===== src/rtl/register_capture.sv =====
// Purpose : CPU-style register file capture stage: X/Y/AC/S, PC with increment, ABL/ABH, DOR, DL.
// Latency : one cycle; every register output reflects its strobe on the next rising i_clk edge.
// Backpr. : none; strobes are accepted every cycle and nothing can stall the block.
//
// Ports:
//   i_clk, i_reset_n                 clock and asynchronous active-low reset
//   i_bus_db/sb/adl/adh, i_data      internal bus values and external data bus (8 bits each)
//   i_sb_x/y/ac/s                    load X/Y/AC/S from SB
//   i_adl_abl, i_adh_abh             load ABL from ADL, ABH from ADH
//   i_adl_pcl, i_pcl_pcl             PCL source select (ADL has priority)
//   i_adh_pch, i_pch_pch             PCH source select (ADH has priority)
//   i_i_pc                           increment PC (carry from PCL into PCH)
//   i_db_dor, i_rw                   load DOR from DB; read cycle loads DL from i_data
//   o_x ... o_dl, o_address          registered values, o_address = {ABH, ABL}
//   o_conflict                       only with BUS_CONFLICT_CHECK_EN: sticky flag set when
//                                    both PCL strobes or both PCH strobes are high together
module register_capture (
  input  logic        i_clk,
  input  logic        i_reset_n,
  input  logic [7:0]  i_bus_db,
  input  logic [7:0]  i_bus_sb,
  input  logic [7:0]  i_bus_adl,
  input  logic [7:0]  i_bus_adh,
  input  logic [7:0]  i_data,
  input  logic        i_sb_x,
  input  logic        i_sb_y,
  input  logic        i_sb_ac,
  input  logic        i_sb_s,
  input  logic        i_adl_abl,
  input  logic        i_adh_abh,
  input  logic        i_adl_pcl,
  input  logic        i_pcl_pcl,
  input  logic        i_adh_pch,
  input  logic        i_pch_pch,
  input  logic        i_i_pc,
  input  logic        i_db_dor,
  input  logic        i_rw,
  output logic [7:0]  o_x,
  output logic [7:0]  o_y,
  output logic [7:0]  o_ac,
  output logic [7:0]  o_s,
  output logic [7:0]  o_pcl,
  output logic [7:0]  o_pch,
  output logic [7:0]  o_abl,
  output logic [7:0]  o_abh,
  output logic [7:0]  o_dor,
  output logic [7:0]  o_dl,
  output logic [15:0] o_address
`ifdef BUS_CONFLICT_CHECK_EN
  ,
  output logic        o_conflict
`endif
);

  logic [7:0] pcl_src;
  logic [7:0] pch_src;
  logic       pcl_carry;
  logic [7:0] pcl_nxt;
  logic [7:0] pch_nxt;
  logic       pcl_en;
  logic       pch_en;

  // Source select: ADL/ADH wins over the self-path; the self-path and "no
  // strobe" both yield the current value, so the increment still applies.
  always_comb begin
    pcl_src   = o_pcl;
    pch_src   = o_pch;
    if (i_adl_pcl) pcl_src = i_bus_adl;
    if (i_adh_pch) pch_src = i_bus_adh;
    pcl_carry = i_i_pc & (pcl_src == 8'hFF);
    pcl_nxt   = pcl_src + {7'd0, i_i_pc};
    pch_nxt   = pch_src + {7'd0, pcl_carry};
    pcl_en    = i_adl_pcl | i_pcl_pcl | i_i_pc;
    pch_en    = i_adh_pch | i_pch_pch | pcl_carry;
  end

  always_ff @(posedge i_clk or negedge i_reset_n) begin
    if (!i_reset_n) begin
      o_x   <= 8'h00;
      o_y   <= 8'h00;
      o_ac  <= 8'h00;
      o_s   <= 8'h00;
      o_pcl <= 8'h00;
      o_pch <= 8'h00;
      o_abl <= 8'h00;
      o_abh <= 8'h00;
      o_dor <= 8'h00;
      o_dl  <= 8'h00;
    end else begin
      if (i_sb_x)    o_x   <= i_bus_sb;
      if (i_sb_y)    o_y   <= i_bus_sb;
      if (i_sb_ac)   o_ac  <= i_bus_sb;
      if (i_sb_s)    o_s   <= i_bus_sb;
      if (pcl_en)    o_pcl <= pcl_nxt;
      if (pch_en)    o_pch <= pch_nxt;
      if (i_adl_abl) o_abl <= i_bus_adl;
      if (i_adh_abh) o_abh <= i_bus_adh;
      if (i_db_dor)  o_dor <= i_bus_db;
      if (i_rw)      o_dl  <= i_data;
    end
  end

  assign o_address = {o_abh, o_abl};

`ifdef BUS_CONFLICT_CHECK_EN
  logic conflict_hit;
  assign conflict_hit = (i_adl_pcl & i_pcl_pcl) | (i_adh_pch & i_pch_pch);

  // Sticky: only reset clears it.
  always_ff @(posedge i_clk or negedge i_reset_n) begin
    if (!i_reset_n)        o_conflict <= 1'b0;
    else if (conflict_hit) o_conflict <= 1'b1;
  end
`endif

endmodule

===== config.mk =====
export PLATFORM = sky130hd
export DESIGN_NAME = register_capture
export DESIGN_NICKNAME = d
export VERILOG_FILES = /design/src/rtl/register_capture.sv
export SDC_FILE = /design/constraint.sdc
export NUM_CORES = 1
export LEC_CHECK = 0
export BUFFER_PORTS_ARGS = -buffer_cell sky130_fd_sc_hd__buf_2
export CAP_MARGIN = 10
export CORE_MARGIN = 4
export CORE_UTILIZATION = 45
export CTS_BUF_LIST = sky130_fd_sc_hd__clkbuf_2
export CTS_CLUSTER_DIAMETER = 100
export DETAILED_ROUTE_END_ITERATION = 6
export PLACE_DENSITY = 0.74
export SLEW_MARGIN = 25
export SYNTH_ARGS = -nofsm -noshare
export SYNTH_HDL_FRONTEND = slang
export SYNTH_SLANG_ARGS = --single-unit

===== constraint.sdc =====
create_clock -name i_clk -period 2.23 [get_ports i_clk]
set_clock_uncertainty 0.1 [all_clocks]
set_input_delay 0.1115 -clock i_clk [delete_from_list [all_inputs] [get_ports i_clk]]
set_output_delay 0.1115 -clock i_clk [all_outputs]
set_load 0.01 [all_outputs]

# --- Yosys cells after proc, flatten, opt, wreduce, memory -nomap -nowiden ---
# Cells that the tools add are included.
op_classes:
  n_addsub: 2
  multipliers: 0
  n_div: 0
  order_cmp: 0
  eq_ne: 1
  n_shift: 0
  muxes: 2
  n_bitwise: 5
  reduce_logical: 0
op_table:
  columns: ["cell", "count"]
  rows:
  - ["8-bit by 1-bit adder with 8-bit output", 2]
  - ["8-bit 2-to-1 mux", 2]
  - ["8-bit equality test, second input constant", 1]
  - ["1-bit bitwise OR", 4]
  - ["1-bit bitwise AND", 1]
word_totals:
  ff_bits: 80
  latch_bits: 0
  ramBits: 0
  rom_bits: 0
  out_inout_bits: 96
  word_cells: 20
  n_memories: 0

# --- Longest topological paths before layout ---
# Gate-level depths: netlist of run 1.
depth:
  ltp_word: 4
  ltp_mapped: 10

# --- Worst setup path before layout of run 1 ---
# No wires, ideal clock.
synth_timing:
  path_type: "reg-to-reg"
  startpoint: "register o_pcl[2]"
  endpoint: "register o_pch[6]"
  t_arrival_ns: 2.089
  required_ns: 2.006
  slack_ns: -0.083
  stages_incl_launch_ff: 10
  path_buffers: 0
  synth_period_minus_slack_ns: 2.313
  path_cell_list: "dfrtp_1 > nand3_2 > o22ai_2 > and2_2 > ha_1 > ha_1 > inv_1 > a221o_1 > o21a_1 > o31a_1"
synth_between:
  elab_chain_cells: 4
  word_cells_on_any_way: 5
synth_lines:
  columns: ["item", "line_no", "text"]
  rows:
  - ["start, declared", "42", "output logic [7:0] o_pcl,"]
  - ["start signal, assigned", "94", "if (pcl_en) o_pcl <= pcl_nxt;"]
  - ["8-bit 2-to-1 mux (*)", "68", "if (i_adl_pcl) pcl_src = i_bus_adl;"]
  - ["8-bit equality test (*)", "70", "pcl_carry = i_i_pc & (pcl_src == 8'hFF);"]
  - ["1-bit bitwise AND (*)", "70", null]
  - ["8-bit by 1-bit adder with 8-bit output / 1-bit bitwise OR (equally long branches)", "72, 74", null]
  - ["end signal, assigned", "95", "if (pch_en) o_pch <= pch_nxt;"]
  - ["end, declared", "43", "output logic [7:0] o_pch,"]
# Every way passes the cells marked *; elsewhere a longest branch is shown, timed or not.
# A chain may end at the register's enable or synchronous reset.

# --- Final worst setup path of run 1 ---
layout_timing:
  startpoint: "input port i_adl_pcl"
  endpoint: "register o_pch[6]"
layout_between:
  elab_chain_cells: 4
  word_cells_on_any_way: 5
layout_lines:
  columns: ["item", "line_no", "text"]
  rows:
  - ["start, declared", "31", "input logic i_adl_pcl,"]
  - ["8-bit 2-to-1 mux (*)", "68", null]
  - ["8-bit equality test (*)", "70", null]
  - ["1-bit bitwise AND (*)", "70", null]
  - ["8-bit by 1-bit adder with 8-bit output / 1-bit bitwise OR (equally long branches)", "72, 74", null]
# Marked as above.

==> reports/qor.csv, run 1 <==
metric;value;unit
Max-Cap Viols;0;
register area share after synthesis;0.524;
DRT Pass-1 Iters;4;
Synthesized Nets;354;
GPL Wtd Cong;0.846;
Yosys reg bits;80;
Synth top area share;0.524;
Initial DRC Count;61;
worst setup path category;in2reg;
core area;8260;um^2
Psw;1.09;mW
CP Capture Type;flop;
CTS tree;built;
CTS root buf;clkbuf_2;
routed via count;3232;
Worst-path clk slew;0.24;ns
gr busiest metal;met2;
Detailed Place HPWL;6.90;mm
Synth Flop Type;dfrtp_1;
number of remaining DRC errors;0;
Reg2Reg Launch Point;o_pcl[4]$_DFFE_PN0P_;
Area Overhead vs Synth;49.0;%
dominant cell type by area after synthesis;dfrtp_1;
Mapped Cells;295;
leading cell types by count after synthesis;80 x dfrtp_1, 71 x mux2_2, 18 x nand2_1;
pwr dens;632;nW/um^2
internal power;2.52;mW
worst slew pin tran;0.452;ns
clk_lat worst skew;0.51;ns
Leak Pwr;2.67;nW
Setup WS post-layout;0.0570;ns
Place WS;0.0655;ns
Syn. warnings;0;
vias in the first global route;3516;
largest net degree at the start of global routing;41;
RSZ-0062 raised after global routing;true;
sequential group share of total power;0.478;
Worst EP arrival;2.52;ns
count leader, synth;dfrtp_1;
FF-to-FF End;o_pch[6]$_DFFE_PN0P_;
f_max;460;MHz
Slew Viols, Final;0;
Critical Path Source Type;input pin;
crit share post-route;0.974;
clk buf depth;2;
cell area after synthesis;3820;um^2
chip width;100;um
grt met1 use;0.271;
antenna cells;0;
Fillers;574;
synth unique cells;44;
Hold Path Depth;4;
final core occ;0.690;
antenna violations before repair;0;
grt ovf;0;
share of layout cells above drive strength 1;0.515;
Net count, final;589;
routed len/inst;17.4;um
register area;2010;um^2
sw frac;0.302;
r2r setup slk;0.07;ns
largest cells by area after synthesis;dfrtp_1 52%, mux2_2 21%, buf_4 3.1%;
min Tclk post-route;2.17;ns
Rel. slew slack;0.697;
routed wire length;11.1;mm
via/cell ratio;5.06;
r2r worst-path depth;9;
Hold WC Path Type;in2reg;
Worst Hold End;o_pcl[1]$_DFFE_PN0P_;
Tot GR Track Use;0.224;
status;complete, no violations;
Avg Cell Area, Syn;13.0;um^2
multi-input logic area;1650;um^2
CP max FO;9;
I/O Pins;151;
Worst Path Required;2.58;ns
Clock Sinks;80;
Placement Rows;33;
setup TNS after final layout;0;ns
die area;10000;um^2
Die Height;100;um
htree depth;3;
VDD IR-drop max;0.000407;V
first-pass GRT wire length;17.7;mm
Starting Density;0.463;
combinational share of power;0.274;
CTS buffer count;9;
EDFF count, synth;0;
IO buf count;150;
hold_sp;i_pcl_pcl;
Post-DRT Antenna Nets;0;
Fin. Hold Viols;0;
GR Layer Usage met3;0.0618;
met2 GRT Util;0.387;
Setup violations, final;0;
async set-reset flop share out of synthesis;1.00;
Clk pwr share;0.248;
-- area by class of cell --
cell class	instances	share of cell area
timing repair buffer	253	0.310
sequential	80	0.352
multi-input combinational	183	0.289
clock inverter	5	0.0145
tap	105	0.0231
inverter	3	0.00198
clock buffer	10	0.00878
-- metal layers --
layer,routed length (um),share of wire
met3,786,0.071
met5,0,0
met2,5700,0.51
met1,4460,0.40
met4,155,0.014
-- per-stage QoR --
stage               total power [mW]  hold slack, ns  cell area (um^2)  instances
floorplan                       2.18          -0.284              3830        295
global placement                2.52          0.0485              4650        535
detailed placement              2.54          0.0520              4650        535
CTS                             3.60          0.0240              5670        637
global route                    3.78          0.0692              5700        639
finish                          3.60          0.0854              5700        639
-- worst max-delay path by stage --
stage                           end  slack (ns)                 start  depth (start not counted)
2_1_floorplan  o_pch[6]$_DFFE_PN0P_       0.008  o_pcl[2]$_DFFE_PN0P_                          9
3_3_place_gp   o_pch[6]$_DFFE_PN0P_        0.11             i_adl_pcl                         10
3_5_place_dp   o_pch[6]$_DFFE_PN0P_        0.07             i_adl_pcl                         10
4_1_cts        o_pch[6]$_DFFE_PN0P_        0.08  o_pcl[4]$_DFFE_PN0P_                          9
5_1_grt        o_pch[7]$_DFFE_PN0P_       -0.03  o_pcl[4]$_DFFE_PN0P_                         10
6_report       o_pch[6]$_DFFE_PN0P_        0.06             i_adl_pcl                         11
-- kinds of logic after synthesis --
logic type | Yosys count | share of synthesized area
muxes | 77 | 0.225
buffers and inverters | 32 | 0.0497
xor gates and xnor gates | 17 | 0.0389
DFF | 80 | 0.524
and+or+nand+nor | 62 | 0.0965
AOI/OAI and AO/OA | 23 | 0.0533
adders and majority gates | 4 | 0.0131
-- critical path, cell delays in order --
cell	delay [ns]
dlygate4sd3_1	0.54
buf_2	0.18
nand4b_1	0.21
o22ai_2	0.16
and2_4	0.17
ha_2	0.18
ha_2	0.17
inv_1	0.05
a221o_1	0.30
o21a_1	0.18
o31a_1	0.26
-- repair_timing --
item / CTS / global route
gates resized for setup: 0 / 4
setup endpoints to repair: 0 / 2
setup buffers: 0 / 2
hold buffers: 87 / 0
endpoints found under the hold margin: 159 / 0
-- power by group through the flow --
stage,sequential [mW],clock (mW),combinational (mW)
detailed placement,1.74,0,0.805
finish,1.72,0.894,0.988
global placement,1.73,0,0.792
CTS,1.71,0.911,0.970
global route,1.74,0.975,1.07
floorplan,1.83,0,0.349
-- placed cells by master (no fill, tap or decap), drive strengths merged, types with 3 or more instances in the layout --
master	netlist	layout
o21ai	3	3
ha	4	4
xor2	12	12
nand2	18	18
nor2	4	4
xnor2	5	5
mux2	71	71
and3	4	4
nand3	13	13
a21oi	5	5
o31a	4	4
clkbuf	9	10
nand3b	6	6
buf	20	167
nand2b	3	3
dfrtp	80	80
inv	3	3
nor3	4	4
dlygate4sd3	0	86
clkinv	0	3
mux2i	6	6
No activity file was read; power rests on OpenSTA's default activity.
==> run 2: changes to the inputs <==
Settings changed: CORE_UTILIZATION 45 to 50, PLACE_DENSITY 0.74 to 0.78.
Clock period 2.23 ns to 2 ns, I/O delays scaled along.
==> run 2 against run 1 <==
The run now ends with negative setup slack left; count of clock-buffer cells in the layout shrank 1; combinational power grew 13%; register-to-register slack lost 0.12 ns; clock power is 5.8% lower; sequential share of layout area fell by 0.45 points; critical path type is now reg2reg.
==> reports/qor.csv, run 2 (synthesis results as in run 1) <==
metric;value;unit;change
status;finished with violations;;
failing checks;negative setup slack;;
vias in the first global route;3577;;+1.7%
multi-input logic area;1700;um^2;+3.3%
PnR Total Power;3.87;mW;+7.5%
worst setup path category;reg2reg;;
FF-to-FF End;o_pch[6]$_DFFE_PN0P_;;
pwr dens;671;nW/um^2;+6.1%
r2r worst-path depth;9;;unchanged
Reg2Reg Launch Point;o_pcl[4]$_DFFE_PN0P_;;
Worst-path clk slew;0.24;ns;about the same
first-pass GRT wire length;17.3;mm;-2.4%
Tot GR Track Use;0.244;;+0.0204
largest net degree at the start of global routing;48;;+17%
internal power;2.68;mW;+6.6%
Setup violations, final;2;;+2
Fin. Hold Viols;0;;unchanged
Net count, final;597;;+1.4%
Place WS;-0.0562;ns;-0.122 ns
most common cell after layout, fill and taps aside;buf_2;;
routed wire length;10.7;mm;-3.6%
Critical Path Source Type;flop;;
register area;2010;um^2;unchanged
number of remaining DRC errors;0;;unchanged
worst slew pin tran;0.431;ns;-0.0208 ns
Area Overhead vs Synth;50.9;%;
Clk pwr share;0.217;;-0.031
sw frac;0.308;;+0.00612
r2r setup slk;-0.05;ns;-0.12 ns
core area;7330;um^2;-11%
clk buf depth;2;;unchanged
Fillers;426;;-26%
CTS tree;built;;
Rel. slew slack;0.711;;+0.0140
CP max FO;4;;-5
antenna violations before repair;0;;unchanged
antenna cells;0;;unchanged
Psw;1.19;mW;+9.7%
Worst EP arrival;2.36;ns;-0.16 ns
via/cell ratio;5.10;;+0.92%
sequential group share of total power;0.494;;+0.016
Clock Sinks;80;;unchanged
commonest cells after routing, fill and taps aside;149 x buf_2, 83 x dlygate4sd3_1, 76 x dfrtp_1;;
crit share post-route;1.03;;
f_max;488;MHz;
Max-Cap Viols;0;;unchanged
share of layout cells above drive strength 1;0.541;;+0.0256
area post-placement;4750;um^2;+2.1%
Hold Path Depth;5;;+1
CTS root buf;clkbuf_2;;
htree depth;3;;unchanged
VDD IR-drop max;0.000591;V;+45%
final core occ;0.787;;+0.0973
Design Area, Final;5770;um^2;+1.3%
Slew Viols, Final;0;;unchanged
Setup WS post-layout;-0.0507;ns;-0.108 ns
routed len/inst;16.7;um;-3.9%
clk_lat worst skew;0.49;ns;-0.02 ns
Worst Setup SP;o_pcl[4]$_DFFE_PN0P_;;
RSZ-0062 raised after global routing;true;;
IO buf count;150;;unchanged
Worst Path Required;2.31;ns;-0.27 ns
GPL Wtd Cong;0.900;;+6.4%
Placement Rows;31;;-6.1%
Die Height;95.5;um;-4.7%
min Tclk post-route;2.05;ns;
grt ovf;0;;unchanged
Initial DRC Count;55;;-9.8%
CP Capture Type;flop;;
I/O Pins;151;;unchanged
routed via count;3272;;+1.2%
chip width;95.5;um;-4.7%
Hold WC Path Type;in2reg;;
die area;9110;um^2;-9.2%
DRT Pass-1 Iters;4;;unchanged
combinational share of power;0.289;;+0.015
Leak Pwr;2.70;nW;+1.2%
CP Capture Point;o_pch[6]$_DFFE_PN0P_;;
Post-DRT Antenna Nets;0;;unchanged
Starting Density;0.522;;+0.0586
CTS buffer count;9;;unchanged
Detailed Place HPWL;6.85;mm;-0.69%
==> run 2: cell count changes in the layout (fill, tap and decap cells not counted), sizes merged <==
cell and delta:
buf +11, dlygate4sd3 -3, clkinv +2, bufinv -1, clkbuf -1
==> run 2: worst max-delay path, cell delays in order (launching register included) <==
cell	delay, ns
dfrtp_2	0.41
nand4b_1	0.10
o22ai_2	0.16
and2_4	0.17
ha_4	0.15
ha_4	0.13
inv_2	0.03
a221o_1	0.30
o21a_1	0.19
o31a_1	0.23
==> run 2: per-stage QoR <==
| step | std cells | setup TNS [ns] | hold WS (ns) |
|---|---|---|---|
| after floorplan | 295 | -0.149 | -0.296 |
| after global placement | 540 | -0.0265 | -0.0185 |
| after detailed placement | 540 | -0.0562 | -0.0149 |
| after CTS | 641 | -0.0568 | 0.00856 |
| after global routing | 641 | -0.249 | 0.0669 |
| final | 641 | -0.0641 | 0.0578 |
==> run 2: how the worst min path moves through the flow <==
stage	from	endpoint	slack (ns)
finish	i_pcl_pcl	o_pcl[5]$_DFFE_PN0P_	0.06
global route	i_adl_pcl	o_pcl[0]$_DFFE_PN0P_	0.07
CTS	i_pcl_pcl	o_pcl[5]$_DFFE_PN0P_	0.009
detailed placement	i_reset_n	o_abl[3]$_DFFE_PN0P_	-0.01
global placement	i_reset_n	o_abl[4]$_DFFE_PN0P_	-0.02
floorplan	i_reset_n	o_abh[0]$_DFFE_PN0P_	-0.30
==> run 2: per-layer routing <==
layer | vias up | global-route usage | share of wire
met4 | 0 | 0.0818 | 0.013
met2 | 120 | 0.430 | 0.52
li1 | 1520 | - | -
met3 | 15 | 0.0639 | 0.073
met1 | 1617 | 0.290 | 0.40
met5 | - | 0 | 0
==> run 2: power groups by stage <==
stage | registers [mW] | clock network (mW) | logic (mW)
final | 1.91 | 0.842 | 1.12
after global placement | 1.92 | 0 | 0.899
after detailed placement | 1.94 | 0 | 0.923
after CTS | 1.91 | 0.851 | 1.10
after floorplan | 2.04 | 0 | 0.393
after global routing | 1.94 | 0.936 | 1.21
==> run 2: repair_timing <==
| action | 4_1_cts | 5_1_grt |
|---|---|---|
| pin swaps | 6 | 4 |
| resized for setup | 3 | 7 |
| hold endpoints to repair | 159 | 0 |
| hold buffers | 84 | 0 |
| endpoints found under the setup margin | 3 | 5 |
| buffers inserted | 2 | 0 |
==> run 2: final cells by class <==
| type | count | share of cell area |
|---|---|---|
| clock buffer | 9 | 0.00780 |
| clock inverter | 6 | 0.0106 |
| inverter | 3 | 0.00195 |
| multi-input combinational | 183 | 0.295 |
| sequential | 80 | 0.348 |
| tap | 99 | 0.0215 |
| timing repair buffer | 261 | 0.315 |
